==> config.mk <==
export PLATFORM = sky130hd
export DESIGN_NAME = lane_read_training_ctrl_flat
export DESIGN_NICKNAME = d
export VERILOG_FILES = /design/src/rtl/lane_read_training_ctrl_if.sv /design/src/rtl/lane_read_training_ctrl.sv /design/src/flat_wrapper.sv
export SDC_FILE = /design/constraint.sdc
export NUM_CORES = 1
export LEC_CHECK = 0
export CAP_MARGIN = 20
export CORE_MARGIN = 5
export CORE_UTILIZATION = 35
export DETAILED_ROUTE_END_ITERATION = 7
export SLEW_MARGIN = 20
export SYNTH_ARGS = -nofsm -noshare
export SYNTH_HDL_FRONTEND = slang
export SYNTH_SLANG_ARGS = --single-unit
==> constraint.sdc <==
create_clock -name fab_clk -period 13.47 [get_ports fab_clk]
set_input_delay 3.3675 -clock fab_clk [delete_from_list [all_inputs] [get_ports fab_clk]]
set_output_delay 3.3675 -clock fab_clk [all_outputs]
set_load 0.005 [all_outputs]
==> src/rtl/lane_read_training_ctrl_if.sv <==
// Lane read-training bus: training request, lane/IOD observations in,
// delay-line controls and training status out.
//
// Handshake: start is a one-cycle request that is accepted only while busy=0
// (idle, done or failed); once accepted busy rises on the next cycle and stays
// high until exactly one of done/error rises, which then holds until the next
// accepted start or a reset. There is no backpressure anywhere on this bus.
interface lane_read_training_ctrl_if;
    logic       start;
    logic [7:0] rx_data;
    logic       eye_monitor_early;
    logic       eye_monitor_late;
    logic       delay_line_out_of_range;
    logic       delay_line_load;
    logic       delay_line_move;
    logic       delay_line_direction;
    logic       eye_monitor_clear_flags;
    logic       busy;
    logic       done;
    logic       error;
    logic [7:0] tap_val;
    logic [7:0] win_left;
    logic [7:0] win_right;
    logic [3:0] state_dbg;

    // Controller side
    modport master (
        input  start, rx_data, eye_monitor_early, eye_monitor_late,
               delay_line_out_of_range,
        output delay_line_load, delay_line_move, delay_line_direction,
               eye_monitor_clear_flags, busy, done, error,
               tap_val, win_left, win_right, state_dbg
    );

    // Lane / IOD side
    modport slave (
        output start, rx_data, eye_monitor_early, eye_monitor_late,
               delay_line_out_of_range,
        input  delay_line_load, delay_line_move, delay_line_direction,
               eye_monitor_clear_flags, busy, done, error,
               tap_val, win_left, win_right, state_dbg
    );
endinterface

==> src/rtl/lane_read_training_ctrl.sv <==
// Read-training controller for one lane: sweeps the IOD delay line upward,
// finds the contiguous window of taps where the training pattern is received
// cleanly, then walks the delay back down to the window centre.
// Every output is a flop; next-state logic precomputes next-cycle outputs.
module lane_read_training_ctrl #(
    parameter int unsigned TAP_MAX     = 255,
    parameter int unsigned SETTLE_CYC  = 8,
    parameter int unsigned SAMPLE_CYC  = 16,
    parameter logic [7:0]  EXP_PATTERN = 8'h55,
    parameter int unsigned MIN_WINDOW  = 4
) (
    input logic                        fab_clk,
    input logic                        rx_sync_rst,
    lane_read_training_ctrl_if.master  lane
);

    typedef enum logic [3:0] {
        S_IDLE   = 4'd0,
        S_LOAD   = 4'd1,
        S_SETTLE = 4'd2,
        S_CLEAR  = 4'd3,
        S_SAMPLE = 4'd4,
        S_EVAL   = 4'd5,
        S_STEP   = 4'd6,
        S_CENTER = 4'd7,
        S_DONE   = 4'd8,
        S_FAIL   = 4'd9
    } state_t;

    localparam logic [7:0]  TAP_LAST    = 8'(TAP_MAX);
    localparam logic [15:0] SETTLE_LAST = 16'(SETTLE_CYC - 1);
    localparam logic [15:0] SAMPLE_LAST = 16'(SAMPLE_CYC - 1);
    localparam logic [8:0]  MIN_W       = 9'(MIN_WINDOW);

    state_t      state_q, state_n;
    logic [15:0] cnt_q, cnt_n;
    logic [7:0]  tap_q, tap_n;
    logic [7:0]  wl_q, wl_n;
    logic [7:0]  wr_q, wr_n;
    logic [7:0]  target_q, target_n;
    logic        found_left_q, found_left_n;
    logic        pass_q, pass_n;
    logic        load_q, move_q, dir_q, clr_q, busy_q, done_q, error_q;
    logic        load_n, move_n, dir_n, clr_n, busy_n, done_n, error_n;
    logic        sample_bad, at_end, go_center;
    logic [8:0]  width, sum;

    // Registers: state, counters, window bookkeeping and all outputs.
    always_ff @(posedge fab_clk) begin
        if (rx_sync_rst) begin
            state_q      <= S_IDLE;
            cnt_q        <= '0;
            tap_q        <= '0;
            wl_q         <= '0;
            wr_q         <= '0;
            target_q     <= '0;
            found_left_q <= 1'b0;
            pass_q       <= 1'b0;
            load_q       <= 1'b0;
            move_q       <= 1'b0;
            dir_q        <= 1'b0;
            clr_q        <= 1'b0;
            busy_q       <= 1'b0;
            done_q       <= 1'b0;
            error_q      <= 1'b0;
        end else begin
            state_q      <= state_n;
            cnt_q        <= cnt_n;
            tap_q        <= tap_n;
            wl_q         <= wl_n;
            wr_q         <= wr_n;
            target_q     <= target_n;
            found_left_q <= found_left_n;
            pass_q       <= pass_n;
            load_q       <= load_n;
            move_q       <= move_n;
            dir_q        <= dir_n;
            clr_q        <= clr_n;
            busy_q       <= busy_n;
            done_q       <= done_n;
            error_q      <= error_n;
        end
    end

    // Next state, window search and next-cycle output values.
    always_comb begin
        state_n      = state_q;
        cnt_n        = cnt_q + 16'd1;
        tap_n        = tap_q;
        wl_n         = wl_q;
        wr_n         = wr_q;
        target_n     = target_q;
        found_left_n = found_left_q;
        pass_n       = pass_q;
        go_center    = 1'b0;
        width        = '0;
        sum          = '0;
        sample_bad   = (lane.rx_data != EXP_PATTERN) | lane.eye_monitor_early
                       | lane.eye_monitor_late;
        at_end       = (tap_q == TAP_LAST) | lane.delay_line_out_of_range;

        case (state_q)
            S_IDLE, S_DONE, S_FAIL: begin
                if (lane.start) begin
                    state_n      = S_LOAD;
                    tap_n        = '0;
                    wl_n         = '0;
                    wr_n         = '0;
                    found_left_n = 1'b0;
                end
            end
            S_LOAD: begin
                tap_n   = '0;
                state_n = S_SETTLE;
            end
            S_SETTLE: begin
                if (cnt_q == SETTLE_LAST) state_n = S_CLEAR;
            end
            S_CLEAR: begin
                pass_n  = 1'b1;
                state_n = S_SAMPLE;
            end
            S_SAMPLE: begin
                if (sample_bad) pass_n = 1'b0;
                if (cnt_q == SAMPLE_LAST) state_n = S_EVAL;
            end
            S_EVAL: begin
                // First clean tap opens the window.
                if (pass_q && !found_left_q) begin
                    wl_n         = tap_q;
                    found_left_n = 1'b1;
                end
                // First dirty tap after the window closes it; at the top of
                // the delay range a still-clean window closes on this tap.
                if (!pass_q && found_left_q) begin
                    wr_n      = tap_q - 8'd1;
                    go_center = 1'b1;
                end else if (at_end) begin
                    if (pass_q) begin
                        wr_n      = tap_q;
                        go_center = 1'b1;
                    end else begin
                        state_n = S_FAIL;
                    end
                end else begin
                    state_n = S_STEP;
                end
                if (go_center) begin
                    width = {1'b0, wr_n} - {1'b0, wl_n} + 9'd1;
                    sum   = {1'b0, wl_n} + {1'b0, wr_n};
                    if (width < MIN_W) begin
                        state_n = S_FAIL;
                    end else begin
                        state_n  = S_CENTER;
                        target_n = sum[8:1];
                    end
                end
            end
            S_STEP: begin
                tap_n   = tap_q + 8'd1;
                state_n = S_SETTLE;
            end
            S_CENTER: begin
                // The pulse currently on the line has already moved the tap.
                if (move_q) tap_n = tap_q - 8'd1;
                if (lane.delay_line_out_of_range) state_n = S_FAIL;
                else if (tap_n <= target_q)       state_n = S_DONE;
            end
            default: state_n = S_IDLE;
        endcase

        if (state_n != state_q) cnt_n = '0;

        load_n  = (state_n == S_LOAD);
        clr_n   = (state_n == S_CLEAR);
        dir_n   = (state_n == S_STEP);
        move_n  = (state_n == S_STEP) || ((state_n == S_CENTER) && (tap_n > target_n));
        done_n  = (state_n == S_DONE);
        error_n = (state_n == S_FAIL);
        busy_n  = !((state_n == S_IDLE) || (state_n == S_DONE) || (state_n == S_FAIL));
    end

    assign lane.delay_line_load         = load_q;
    assign lane.delay_line_move         = move_q;
    assign lane.delay_line_direction    = dir_q;
    assign lane.eye_monitor_clear_flags = clr_q;
    assign lane.busy                    = busy_q;
    assign lane.done                    = done_q;
    assign lane.error                   = error_q;
    assign lane.tap_val                 = tap_q;
    assign lane.win_left                = wl_q;
    assign lane.win_right               = wr_q;
    assign lane.state_dbg               = state_q;

endmodule

==> src/flat_wrapper.sv <==
// flat-port wrapper written by rule: the top's interface ports become plain ports
module lane_read_training_ctrl_flat 
#(
    parameter int unsigned TAP_MAX     = 255,
    parameter int unsigned SETTLE_CYC  = 8,
    parameter int unsigned SAMPLE_CYC  = 16,
    parameter logic [7:0]  EXP_PATTERN = 8'h55,
    parameter int unsigned MIN_WINDOW  = 4
)
  (fab_clk, rx_sync_rst, lane_start, lane_rx_data, lane_eye_monitor_early, lane_eye_monitor_late, lane_delay_line_out_of_range, lane_delay_line_load, lane_delay_line_move, lane_delay_line_direction, lane_eye_monitor_clear_flags, lane_busy, lane_done, lane_error, lane_tap_val, lane_win_left, lane_win_right, lane_state_dbg);
  lane_read_training_ctrl_if lane_i ();
  input logic fab_clk;
  input logic rx_sync_rst;
  input wire logic [$bits(lane_i.start)-1:0] lane_start;
  input wire logic [$bits(lane_i.rx_data)-1:0] lane_rx_data;
  input wire logic [$bits(lane_i.eye_monitor_early)-1:0] lane_eye_monitor_early;
  input wire logic [$bits(lane_i.eye_monitor_late)-1:0] lane_eye_monitor_late;
  input wire logic [$bits(lane_i.delay_line_out_of_range)-1:0] lane_delay_line_out_of_range;
  output wire logic [$bits(lane_i.delay_line_load)-1:0] lane_delay_line_load;
  output wire logic [$bits(lane_i.delay_line_move)-1:0] lane_delay_line_move;
  output wire logic [$bits(lane_i.delay_line_direction)-1:0] lane_delay_line_direction;
  output wire logic [$bits(lane_i.eye_monitor_clear_flags)-1:0] lane_eye_monitor_clear_flags;
  output wire logic [$bits(lane_i.busy)-1:0] lane_busy;
  output wire logic [$bits(lane_i.done)-1:0] lane_done;
  output wire logic [$bits(lane_i.error)-1:0] lane_error;
  output wire logic [$bits(lane_i.tap_val)-1:0] lane_tap_val;
  output wire logic [$bits(lane_i.win_left)-1:0] lane_win_left;
  output wire logic [$bits(lane_i.win_right)-1:0] lane_win_right;
  output wire logic [$bits(lane_i.state_dbg)-1:0] lane_state_dbg;
  assign lane_i.start = lane_start;
  assign lane_i.rx_data = lane_rx_data;
  assign lane_i.eye_monitor_early = lane_eye_monitor_early;
  assign lane_i.eye_monitor_late = lane_eye_monitor_late;
  assign lane_i.delay_line_out_of_range = lane_delay_line_out_of_range;
  assign lane_delay_line_load = lane_i.delay_line_load;
  assign lane_delay_line_move = lane_i.delay_line_move;
  assign lane_delay_line_direction = lane_i.delay_line_direction;
  assign lane_eye_monitor_clear_flags = lane_i.eye_monitor_clear_flags;
  assign lane_busy = lane_i.busy;
  assign lane_done = lane_i.done;
  assign lane_error = lane_i.error;
  assign lane_tap_val = lane_i.tap_val;
  assign lane_win_left = lane_i.win_left;
  assign lane_win_right = lane_i.win_right;
  assign lane_state_dbg = lane_i.state_dbg;
  lane_read_training_ctrl #(.TAP_MAX(TAP_MAX), .SETTLE_CYC(SETTLE_CYC), .SAMPLE_CYC(SAMPLE_CYC), .EXP_PATTERN(EXP_PATTERN), .MIN_WINDOW(MIN_WINDOW)) u_core (.fab_clk(fab_clk), .rx_sync_rst(rx_sync_rst), .lane(lane_i));
endmodule
==> flow_metrics.py, run 1 <==
metrics = {
    "outcome": {
        "status": "finished, final reports clean",
    },
    "setup_path": {
        "slowest_delay_ns": 0.59,
        "reg2reg_from": "u_core.lane.tap_val[0]",
        "cp.depth": 22,
        "crit_required_ns": 13.69,
        "r2r_slack_ns": 7.26,
        "r2r-end": "u_core.lane.delay_line_move",
        "worst-path-buf-inv": 2,
        "critPathCapture": "u_core.lane.delay_line_move",
        "worstPathCellList": "clkdlybuf4s50_1 -> o21a_1 -> or2_2 -> o221ai_1 -> inv_1 -> ha_1 -> nor4_1 -> fa_1 -> a21o_1 -> a221oi_2 -> xnor2_1 -> or4b_4 -> o21ai_4 -> mux2i_1 -> ha_1 -> nor2b_1 -> o21ai_0 -> nand2b_1 -> a21oi_1 -> o21ai_0 -> o21a_1 -> o21a_1",
        "ff2ff_path_depth": 24,
        "critPathLaunchType": "primary input",
        "path_common_cell": "o21a_1",
        "end_kind": "flip-flop",
        "path_max_fanout": 9,
        "crit_type": "in -> reg",
        "arrival_ns": 9.08,
        "crit_path_start": "lane_delay_line_out_of_range",
        "slowest_stage": "or4b_4",
        "critPathTopFamily": "compound AO/OA/AOI/OAI gates",
    },
    "drt": {
        "wl_per_cell_um": 16.8,
        "drcViolationCount": 0,
        "ant_nets": 0,
        "vias": 4315,
        "drt_iter0_markers": 399,
        "wl_um": 13200,
        "vias_per_cell": 5.52,
        "drtPass1Iterations": 5,
    },
    "synthesis": {
        "synth_top_area_share": 0.260,
        "synth.avg_cell_area_um2": 8.24,
        "yosys.cell_types.count": 74,
        "netlist_area_mm2": 0.00469,
        "async_reset_ff_frac": 0,
        "syn_inst": 569,
        "yosysTopAreaCell": "dfxtp_1",
        "seq_area_frac_synth": 0.260,
        "yosysWarningCount": 0,
        "ys_ff_latch": 61,
        "synth_area_leaders": "dfxtp_1 (26%), ha_1 (10%), nand2_1 (4.7%)",
        "synth_common_cells": "dfxtp_1 (61), nand2_1 (59), nor2_1 (52)",
        "synth_ff_type": "dfxtp_1",
        "synth_nets": 624,
        "synth_edf_count": 0,
        "yosysMostFrequentCell": "dfxtp_1",
    },
    "floorplanning": {
        "die_h_um": 126,
        "die_w_um": 126,
        "rows": 42,
        "die-area_mm2": 0.0158,
        "core_mm2": 0.0132,
        "ios": 49,
        "start_util": 0.356,
    },
    "timing": {
        "fin_crit_ns": 8.85,
        "max_slew_margin": 0.273,
        "period_share": 0.657,
        "hold_viol": 0,
        "setup-tns-final_ns": 0,
        "setup_viol": 0,
        "fin_skew_ns": 0.00549,
        "rsz0062_at_grt": "no",
        "slew_viol_final": 0,
        "max_freq_ghz": 0.113,
        "tightestPinTransition_ns": 1.09,
    },
    "run": {
        "drv_cap": 0,
    },
    "global_route": {
        "grt_pass1_vias": 4169,
        "grt_overflow": 0,
        "track_usage": 0.163,
        "antenna_found_initial": 0,
        "grt_pass1_wl_um": 21200,
        "grt_max_degree": 43,
    },
    "clock_tree": {
        "clk_pin_slew_ns": 0.05,
        "cts_sinks": 61,
        "clock-root-buffer": "clkbuf_16",
        "postCtsSetupBuffers": 0,
        "ctsHoldBuffers": 0,
        "cts_htree_levels": 3,
        "cts_buffer_depth": 2,
        "cts_tree": "yes",
        "numCtsBuffers": 9,
        "clk_latency_ns": 0.33,
        "cts_resized": 0,
    },
    "cells_and_area": {
        "drive_gt1_frac": 0.0860,
        "n_antenna_cell": 0,
        "fill_cells": 1295,
        "layout.nets": 656,
        "area_delta_synth_final_pct": 18.1,
    },
    "pwr": {
        "power_density_mw_per_mm2": 80.9,
        "vdd_ir_drop_max_v": 0.0000536,
        "p_total_uw": 448,
        "power_leakage_uw": 0.00213,
    },
    "placement": {
        "io_buffers": 48,
        "dp_hpwl_um": 10000,
        "place.gp.congestion": 0.914,
    },
    "worst_hold_path": {
        "hold_class": "reg -> reg",
    },
}
-- logic make-up (layout without fill, tap and decap cells) --
family,Yosys count,after routing,synth area share
AO/OA/AOI/OAI,125,125,0.199
adder cells (fa/ha/maj),41,41,0.113
AND/OR/NAND/NOR,236,236,0.283
buffers and inverters,62,98,0.0590
XOR/XNOR,34,34,0.0635
multiplexers,10,10,0.0219
flip-flops,61,61,0.260
-- cell type report --
| cell class | instances | area (um2) | area share |
|---|---|---|---|
| Multi-Input combinational cell | 446 | 3210 | 0.580 |
| Inverter | 32 | 120 | 0.0217 |
| Clock buffer | 13 | 250 | 0.0452 |
| Timing Repair Buffer | 51 | 503 | 0.0908 |
| Sequential cell | 61 | 1220 | 0.221 |
| Tap cell | 176 | 220 | 0.0398 |
| Clock inverter | 2 | 10.0 | 0.00181 |
-- cell usage in the layout (no fill, tap or decap), types with 4 or more instances in the layout --
cell	n
a21o_1	9
a21oi_1	24
a22oi_1	15
a31oi_1	9
and2_1	6
and3_1	9
clkbuf_16	9
clkdlybuf4s50_1	48
dfxtp_1	61
ha_1	39
inv_1	32
mux2i_1	8
nand2_1	59
nand2b_1	8
nand3_1	14
nand4_1	10
nor2_1	52
nor2b_1	14
nor3_1	17
nor3b_1	4
nor4_1	4
nor4b_1	5
nor4b_2	10
o21a_1	4
o21ai_0	17
o22ai_1	6
or3_1	6
xnor2_1	20
xor2_1	14
-- through the flow --
step | std cells | hold WS (ns) | area, um2 | util | setup WS [ns]
global route | 781 | 0.540 | 5540 | 0.420 | 4.32
global placement | 766 | 0.481 | 5270 | 0.399 | 4.56
floorplan | 569 | 0.451 | 4690 | - | 5.26
CTS | 781 | 0.485 | 5530 | 0.419 | 4.67
detailed placement | 766 | 0.477 | 5270 | 0.399 | 4.33
finish | 781 | 0.490 | 5540 | 0.420 | 4.62
-- tightest hold or removal path, cell delays in order (launching register included) --
cell and delay, ns:
dfxtp_1 0.31, nand2_1 0.07, a21oi_1 0.06
-- how the worst min path moves through the flow --
| stage | depth (start not counted) | to | from |
|---|---|---|---|
| floorplan | 2 | u_core.target_q[6] | u_core.target_q[6] |
| global placement | 2 | u_core.target_q[6] | u_core.target_q[6] |
| CTS | 2 | u_core.target_q[6] | u_core.target_q[6] |
| global route | 1 | u_core.cnt_q[0] | u_core.cnt_q[0] |
| finish | 2 | u_core.target_q[6] | u_core.target_q[6] |
| detailed placement | 2 | u_core.target_q[6] | u_core.target_q[6] |
-- power breakdown --
group	leakage [uW]	switching (uW)	internal, uW
sequential	0.000492	4.30	183
clock	0.000129	78.6	128
combinational	0.00151	30.4	23.3
total	0.00213	113	334
-- registers in the layout, summed over array words and instances, names as in the netlist, 4 cells and up --
name,flops
u_core.cnt_q,16
u_core.lane.win_right,8
u_core.lane.state_dbg,4
u_core.lane.win_left,8
u_core.lane.tap_val,8
u_core.target_q,8
-- per-layer routing --
metal	routed length (um)	GRT usage	part of all wire	vias to the layer above
met5	0	0	0	-
met4	130	0.0492	0.0099	0
met3	666	0.0301	0.051	9
met2	6170	0.258	0.47	129
met1	6190	0.226	0.47	2056
li1	-	-	-	2121
(Power assumes the default switching activity.)
==> run 2, diff against run 1 <==
==> constraint.sdc (replaced) <==
create_clock -name fab_clk -period 8.5 [get_ports fab_clk]
set_input_delay 2.125 -clock fab_clk [delete_from_list [all_inputs] [get_ports fab_clk]]
set_output_delay 2.125 -clock fab_clk [all_outputs]
set_load 0.005 [all_outputs]
==> run 2 against run 1 <==
Effect of this change:
- die area unchanged
- sequential share of layout area decreased by 0.21 points
- flip-flop and latch count unchanged
- power increased by 70%
- worst hold slack got worse by 0.016 ns
- critical path depth unchanged
- first-iteration DRC count decreased by 3.3%
- cell count increased by 0.13%
- critical path type unchanged
- highest routed layer unchanged
==> flow_metrics.py, run 2 (synthesized netlist as in run 1, its figures left out) <==
metrics = {
    "timing": {
        "period_share": 0.887,
        "fin_skew_ns": 0.00762,
        "fin_crit_ns": 7.54,
        "slew_viol_final": 0,
        "rsz0062_at_grt": "no",
        "setup-tns-final_ns": 0,
        "setup_viol": 0,
        "tightestPinTransition_ns": 0.865,
        "max_slew_margin": 0.422,
        "max_freq_ghz": 0.133,
        "hold_viol": 0,
        "hold-worst-slack_ns": 0.474,
    },
    "cells_and_area": {
        "largest_register_ffs": 16,
        "fin_area_mm2": 0.00559,
        "fill_cells": 1325,
        "n_antenna_cell": 0,
        "largest_register": "u_core.cnt_q",
        "seqCellArea_mm2": 0.00122,
        "area_delta_synth_final_pct": 19.2,
        "drive_gt1_frac": 0.0941,
        "multi_input_area_mm2": 0.00321,
        "final_common_cell": "dfxtp_1",
        "final_cell_mix": "dfxtp_1 (61), nand2_1 (59), nor2_1 (52)",
        "layout.nets": 656,
    },
    "clock_tree": {
        "numCtsBuffers": 9,
        "cts_buffer_depth": 2,
        "clk_latency_ns": 0.33,
        "cts_sinks": 61,
        "postCtsSetupBuffers": 0,
        "cts_tree": "yes",
        "clk_pin_slew_ns": 0.05,
        "ctsHoldBuffers": 0,
        "cts_htree_levels": 3,
        "clock-root-buffer": "clkbuf_16",
        "cts_resized": 0,
    },
    "drt": {
        "drt_iter0_markers": 386,
        "wl_um": 13000,
        "drtPass1Iterations": 5,
        "wl_met3_um": 736,
        "wl_per_cell_um": 16.6,
        "ant_nets": 0,
        "met1_length_um": 6010,
        "vias_per_cell": 5.49,
        "vias": 4297,
        "routed.top_layer": "met4",
        "route.met2.wl_um": 6000,
        "drcViolationCount": 0,
    },
    "setup_path": {
        "critPathLaunchType": "primary input",
        "end_kind": "flip-flop",
        "crit_required_ns": 8.73,
        "arrival_ns": 7.77,
        "crit_type": "in -> reg",
        "path_max_fanout": 9,
    },
    "worst_hold_path": {
        "hold_class": "reg -> reg",
    },
    "global_route": {
        "grt_overflow": 0,
        "grt_pass1_vias": 4031,
        "grt_max_degree": 43,
        "grt_pass1_wl_um": 21100,
        "antenna_found_initial": 0,
        "track_usage": 0.164,
    },
    "pwr": {
        "p_total_uw": 763,
        "power_leakage_uw": 0.00216,
        "power_density_mw_per_mm2": 136,
        "vdd_ir_drop_max_v": 0.0000804,
    },
    "placement": {
        "io_buffers": 48,
        "dp_hpwl_um": 9990,
        "placed_area_mm2": 0.00527,
        "place.gp.congestion": 0.916,
    },
    "floorplanning": {
        "die-area_mm2": 0.0158,
        "core_mm2": 0.0132,
        "die_h_um": 126,
        "die_w_um": 126,
        "ios": 49,
        "rows": 42,
        "start_util": 0.356,
    },
    "run": {
        "drv_cap": 0,
    },
    "outcome": {
        "status": "finished, final reports clean",
    },
}
-- run 2: cell count changes in the layout (fill, tap and decap cells not counted), sizes merged --
cell,before,now
clkbuf,13,12
bufinv,0,1
clkinv,2,3
-- run 2: per-stage QoR --
step | util | std cells | setup WS (ns)
2_1_floorplan | - | 569 | 1.53
3_3_place_gp | 0.399 | 766 | 0.786
3_5_place_dp | 0.399 | 766 | 0.628
4_1_cts | 0.423 | 782 | 0.983
5_1_grt | 0.424 | 782 | 0.633
6_report | 0.424 | 782 | 0.962
-- run 2: layout make-up --
type / count / share of cell area
Clock buffer: 12 / 0.0477
Clock inverter: 4 / 0.00806
Inverter: 32 / 0.0215
Multi-Input combinational cell: 446 / 0.575
Sequential cell: 61 / 0.218
Tap cell: 176 / 0.0394
Timing Repair Buffer: 51 / 0.0900
-- run 2: final timing paths --
kind	start	endpoint	slack, ns	depth (start not counted)
setup / recovery	lane_delay_line_out_of_range	u_core.lane.delay_line_move	0.96	22
hold / removal	u_core.target_q[6]	u_core.target_q[6]	0.47	2
setup reg to reg	u_core.lane.tap_val[0]	u_core.lane.delay_line_move	2.28	25
hold reg to reg	u_core.target_q[6]	u_core.target_q[6]	0.47	2
-- run 2: worst max-delay path: stages --
cell             delay, ns
clkdlybuf4s50_1       0.57
o21a_1                0.35
or2_2                 0.38
o221ai_1              0.44
inv_1                 0.09
ha_1                  0.38
nor4_1                0.09
fa_1                  0.43
a21o_1                0.21
a221oi_2              0.25
xnor2_1               0.11
or4b_4                0.58
o21ai_4               0.35
mux2i_1               0.28
ha_1                  0.27
nor2b_1               0.13
o21ai_0               0.15
nand2b_1              0.07
a21oi_1               0.15
o21ai_0               0.09
o21a_1                0.11
o21a_1                0.15
-- run 2: report_power, final --
part	total (uW)	internal, uW	switching, uW	leakage (uW)
clock network	380	249	131	0.000158
registers	297	290	6.85	0.000492
logic	85.4	37.1	48.3	0.00151
-- run 2: layer usage --
layer | track usage | up-vias
met5 | 0 | -
met4 | 0.0580 | 0
met3 | 0.0343 | 21
met2 | 0.254 | 110
met1 | 0.226 | 2038
li1 | - | 2128
